## src/rtl/separable_output_first_allocator.sv

```systemverilog
// Separable output-first allocator: per-resource round-robin picks an agent,
// then per-agent round-robin picks one of the resources that picked it.
module separable_output_first_allocator #(
  parameter int AGENTS_NUM    = 3,
  parameter int RESOURCES_NUM = 3
) (
  input  logic                                        clk,
  input  logic                                        rst,
  input  logic [AGENTS_NUM-1:0][RESOURCES_NUM-1:0]    requests_i,
  output logic [AGENTS_NUM-1:0][RESOURCES_NUM-1:0]    grants_o
);

  localparam int unsigned A  = AGENTS_NUM;
  localparam int unsigned R  = RESOURCES_NUM;
  localparam int          AW = (AGENTS_NUM > 1) ? $clog2(AGENTS_NUM) : 1;
  localparam int          RW = (RESOURCES_NUM > 1) ? $clog2(RESOURCES_NUM) : 1;

  logic [AW-1:0]            out_ptr [RESOURCES_NUM];
  logic [RW-1:0]            in_ptr  [AGENTS_NUM];
  logic [AGENTS_NUM-1:0]    col_sel [RESOURCES_NUM];
  logic [RESOURCES_NUM-1:0] row_gnt [AGENTS_NUM];

  // Stage 1: each resource picks one requesting agent, scanning from out_ptr
  for (genvar r = 0; r < RESOURCES_NUM; r++) begin : g_out_arb
    always_comb begin
      logic        found;
      int unsigned idx;
      col_sel[r] = '0;
      found      = 1'b0;
      idx        = 0;
      for (int unsigned k = 0; k < A; k++) begin
        idx = 32'(out_ptr[r]) + k;
        if (idx >= A) idx = idx - A;
        if (!found && requests_i[AW'(idx)][r]) begin
          col_sel[r][AW'(idx)] = 1'b1;
          found                = 1'b1;
        end
      end
    end

    always_ff @(posedge clk or negedge rst) begin
      if (!rst) begin
        out_ptr[r] <= '0;
      end else begin
        for (int unsigned a = 0; a < A; a++) begin
          if (grants_o[AW'(a)][r])
            out_ptr[r] <= (a == A - 1) ? '0 : AW'(a + 1);
        end
      end
    end
  end

  // Stage 2: each agent accepts one of the resources that selected it
  for (genvar a = 0; a < AGENTS_NUM; a++) begin : g_in_arb
    always_comb begin
      logic        found;
      int unsigned idx;
      row_gnt[a] = '0;
      found      = 1'b0;
      idx        = 0;
      for (int unsigned k = 0; k < R; k++) begin
        idx = 32'(in_ptr[a]) + k;
        if (idx >= R) idx = idx - R;
        if (!found && col_sel[RW'(idx)][a]) begin
          row_gnt[a][RW'(idx)] = 1'b1;
          found                = 1'b1;
        end
      end
    end

    assign grants_o[a] = row_gnt[a];

    always_ff @(posedge clk or negedge rst) begin
      if (!rst) begin
        in_ptr[a] <= '0;
      end else begin
        for (int unsigned r = 0; r < R; r++) begin
          if (row_gnt[a][RW'(r)])
            in_ptr[a] <= (r == R - 1) ? '0 : RW'(r + 1);
        end
      end
    end
  end

endmodule

```

## config.mk

```make
export PLATFORM = sky130hd
export DESIGN_NAME = separable_output_first_allocator
export DESIGN_NICKNAME = d
export VERILOG_FILES = /design/src/rtl/separable_output_first_allocator.sv
export SDC_FILE = /design/constraint.sdc
export NUM_CORES = 1
export LEC_CHECK = 0
export CAP_MARGIN = 20
export CORE_MARGIN = 1.5
export CORE_UTILIZATION = 45
export DETAILED_ROUTE_END_ITERATION = 16
export GPL_ROUTABILITY_DRIVEN = 0
export PLACE_DENSITY = 0.68
export SLEW_MARGIN = 20
export SYNTH_ARGS = -nofsm -noshare
export SYNTH_HDL_FRONTEND = slang
export SYNTH_SLANG_ARGS = --single-unit
export TNS_END_PERCENT = 1
```

## constraint.sdc

```tcl
create_clock -name clk -period 4.5 [get_ports clk]
set_input_delay 0.9 -clock clk [delete_from_list [all_inputs] [get_ports clk]]
set_output_delay 0.9 -clock clk [all_outputs]
set_load 0.02 [all_outputs]
```

Word level (Yosys, flattened, before mapping)
Index checks and enable logic that the tools add are counted.

Register bits after elaboration: 12. Input port bits: 11. Output and inout bits: 9. Word-level logic and storage cells: 314.

Add/subtract/negate cells: 30. $lt $le $gt $ge: 63. Muxes and demuxes: 146. Bitwise gates (word level): 21. Reduce and logical (&&, ||, !) cells: 48.

Operator list (count): binary-select mux 3 bit (select 2 bit) (18); 2-to-1 mux 2 bit (44); 2-to-1 mux 3 bit (27); < comparator 2 x 3 -> 1 bit, second input constant (18); 2-to-1 mux 1 bit (39); demux 1 bit (select 2 bit) (18); >= comparator 2 x 1 -> 1 bit, second input constant (18); >= comparator 3 x 2 -> 1 bit, second input constant (12); bitwise OR 3 bit (12); subtractor 2 bit, second input constant (18); logical AND 1 bit (30); >= comparator 3 bit, second input constant (9); inverter 2 -> 3 bit (9); adder 2 x 1 -> 3 bit, second input constant (6); adder 2 x 2 -> 3 bit, second input constant (6); nonzero test 3 bit (6); >= comparator 2 bit, second input constant (6); logical NOT 1 bit (12).

Longest topological paths before layout
Depth in word-level cells: 24. Mapped depth: 13. Depth with buffers taken out: 11.

Least setup slack after synthesis
Ideal clock, no wire load.

Path type: input port to output port. Start point: input port requests_i[4] (netlist bit). End point: output port grants_o[7] (netlist bit). Arrival time: 2.651 ns. Required time: 3.600 ns. Slack: 0.949 ns. Cell stages on the path: 8. Path buffers: 0. Cells stage by stage: mux2i_1 -> o21ai_2 -> a211oi_1 -> nor2_1 -> or4_1 -> o22ai_2 -> a22oi_1 -> inv_1.

RTL lines: start, declared (line 9) `input logic [AGENTS_NUM-1:0][RESOURCES_NUM-1:0] requests_i,`; end, declared (line 10) `output logic [AGENTS_NUM-1:0][RESOURCES_NUM-1:0] grants_o`.

==> summary.md <==
| Metric | Value |
|---|---|
| Status | complete, no violations |
| Via density | 6.02 |
| Initial DRC count | 146 |
| Clock sink count | 12 |
| WHS Endpoint | in_ptr[2] |
| Crit-path max FO | 5 |
| Synth Area in Adders | 14.3% |
| Skew-Pair Late Insertion Delay | 0.24 ns |
| Placed wire-length estimate | 4.42 mm |
| Mux contribution to synthesized area | 5.08% |
| Multi-input gate area | 0.00165 sq mm |
| Crit-path slowest cell | clkdlybuf4s50_1 |
| WL final | 5.59 mm |
| Inst Count DP | 365 |
| Hold WC Path Type | reg -> reg |
| WS Path Type | in -> out |
| Fill count | 395 |
| Post-CTS setup-driven buffer insertion count | 0 |
| CTS max path bufs | 2 |
| Syn_area_per_cell | 8.24 sq um |
| Clk slew on worst S/H paths | 0.05 ns |
| # DRC | 0 |
| R2R cell count | 12 |
| Grt total ovfl | 0 |
| Count leader, synth | inv_1 |
| DRT Pass-1 Iters | 5 |
| Worst path required time | 3.60 ns |
| Number of global-route vias before repair | 2051 |
| CTS tree | done |
| DIE WIDTH | 71.2 um |
| Post-synthesis cell type count | 73 |
| Max Freq | 223 MHz |
| # diodes | 0 |
| Max Cap Viol | 0 |
| Post-Syn Area | 0.00209 sq mm |
| Worst flop-to-flop path endpoint | out_ptr[2] |
| Final hold violations | 0 |
| Sequential cell area | 300 sq um |
| Largest net degree at the start of global routing | 13 |
| Arrival @ worst endpoint | 3.59 ns |
| Main flop type after synthesis | dfrtp_1 |
| Max H-tree Level | 1 |
| Setup violations, final | 0 |
| Largest area contributor in the netlist | dfrtp_1 |
| Post-synthesis compound-gate area fraction | 36.6% |
| Post-synthesis simple-gate area fraction | 20.7% |
| Total track usage | 21.8% |
| XOR/XNOR Fraction of Synth Area | 0% |
| Worst reg-to-reg setup slack | 1.28 ns |
| Slew Viols, Final | 0 |
| FFs w/ async S/R, synth | 100% |
| Startpoint Class | input port |
| Hold-critical path depth | 2 |
| Synth top area share | 14.3% |
| Commonest cells in the netlist | 30 x inv_1, 24 x ha_1, 15 x a21oi_1 |
| Port Buffers | 19 |
| WL/cell | 15.2 um |
| Slew @ Worst Pin | 0.549 ns |
| Die area | 0.00507 sq mm |
| Syn nets | 289 |
| Critical hold path startpoint | in_ptr[2] |
| Slowest stage delay, CP | 0.47 ns |
| CTS root buffer | clkbuf_8 |
| Synth top area cells | dfrtp_1 14%, ha_1 14%, inv_1 5.4%, mux2i_1 3.8%, a21oi_1 3.6% |
| CP Capture Type | output pin |
| Min cycle time layout | 4.49 ns |
| Row count | 24 |
| Finished Layout Cells | 368 |
| Ports | 20 |
| Post-DRT Antenna Nets | 0 |
| Fin crit share | 99.7% |
| Clock skew | 0.00296 ns |
| Cells after Synth | 254 |
| EDFF count, synth | 0 |
| Initial antenna violation count | 0 |
| Share of cells above drive strength 1 | 25.0% |
| Register bit total from synthesis | 12 |
| Clock buffer count from CTS | 3 |
| Relative slew slack | 63.3% |
| Nets@finish | 353 |
| Sequential share of the synthesized area | 14.3% |
| First-pass GRT wire length | 9.08 mm |
| Core footprint | 0.00441 sq mm |
| Ys Warns | 0 |
| Initial core utilization | 47.4% |
| Die Span Y | 71.2 um |
| RR Startpoint | out_ptr[2] |
| Vias post-DR | 2217 |
| CP Cell Sequence | clkdlybuf4s50_1 -> mux2i_1 -> o21ai_1 -> buf_4 -> a22o_2 -> o21a_1 -> o32ai_1 -> a21oi_1 -> o22a_1 -> inv_1 -> clkdlybuf4s15_1 |
| P&R area growth vs syn | 29.6% |
| Largest family of logic cells by synthesized area | compound AO/OA/AOI/OAI gates |
==> flip-flops by register name (all words and copies together) (netlist names) <==
name     count
in_ptr       6
out_ptr      6
==> critical path: cells and delay by family <==
family                 cells  cell delay, ns
buffers and inverters      4            0.97
AOI/OAI and AO/OA          6            1.47
muxes                      1            0.23
==> worst max path at each step <==
stage | from | end | slack (ns) | cells after the start
detailed placement | requests_i[5] | grants_o[6] | -0.25 | 10
floorplan | requests_i[4] | grants_o[7] | 0.95 | 8
CTS | requests_i[4] | grants_o[2] | 0.008 | 11
global route | requests_i[4] | grants_o[1] | -0.13 | 11
finish | requests_i[4] | grants_o[1] | 0.01 | 11
global placement | requests_i[5] | grants_o[6] | -0.24 | 10
==> through the flow <==
step / worst slack, ns / cell area, sq um / hold WS [ns] / TNS, ns / utilization [%]
after floorplan: 0.949 / 2090 / 0.549 / 0 / -
after global placement: -0.235 / 2650 / 0.579 / -1.20 / 60.0
after detailed placement: -0.245 / 2650 / 0.608 / -1.50 / 60.0
after CTS: 0.00840 / 2680 / 0.619 / 0 / 60.7
after global routing: -0.125 / 2710 / 0.640 / -0.237 / 61.5
final: 0.0122 / 2710 / 0.618 / 0 / 61.5
==> metal layers <==
layer / part of all wire [%] / track usage, %
met1: 44 / 27.8
met2: 50 / 39.3
met3: 4.9 / 2.85
met4: 1.6 / 3.98
met5: 0 / 0
==> cell type report <==
| cell class | count | share of cell area [%] |
|---|---|---|
| Clock buffer | 3 | 1.52 |
| Inverter | 31 | 4.29 |
| Multi-Input combinational cell | 202 | 60.6 |
| Sequential cell | 12 | 11.1 |
| Tap cell | 52 | 2.40 |
| Timing Repair Buffer | 68 | 20.1 |
==> logic make-up (layout without fill, tap and decap cells) <==
group,after synthesis,in the layout
compound gates,98,98
fa+ha+maj,24,24
buf+inv,40,102
flops,12,12
mux,10,10
simple gates,70,70
==> cells in the final DEF, fill, tap and decap left out, types with 3 or more instances in the layout <==
cell type | Yosys | layout
buf_4 | 0 | 49
o21ai_1 | 4 | 4
o31ai_1 | 4 | 3
clkdlybuf4s15_1 | 0 | 3
o21a_1 | 5 | 5
inv_1 | 30 | 30
nor2_1 | 7 | 7
o211ai_1 | 8 | 8
dfrtp_1 | 12 | 12
nor3b_1 | 4 | 3
and2_1 | 3 | 3
nand2b_1 | 8 | 8
o21ai_0 | 8 | 7
nand2_1 | 9 | 9
nor3_1 | 4 | 4
a21oi_1 | 15 | 15
nand3b_1 | 7 | 7
a211oi_2 | 3 | 3
a211oi_1 | 4 | 4
nand3_1 | 5 | 5
mux2i_1 | 8 | 8
o22ai_1 | 3 | 3
clkdlybuf4s50_1 | 0 | 9
nor2b_1 | 6 | 6
o211a_1 | 4 | 4
o32ai_1 | 3 | 3
ha_1 | 24 | 24
clkbuf_8 | 1 | 3
dlygate4sd2_1 | 0 | 6
o311a_1 | 3 | 3
==> what timing repair did <==
item	in CTS	in global routing
pin swaps	0	3
hold buffers	0	0
resized for setup	11	12
hold endpoints to repair	0	0
endpoints found under the setup margin	9	6
Power is left out: the tool's default activity adds up to more than one toggle a clock period on the data nets, which glitch-free logic cannot reach.
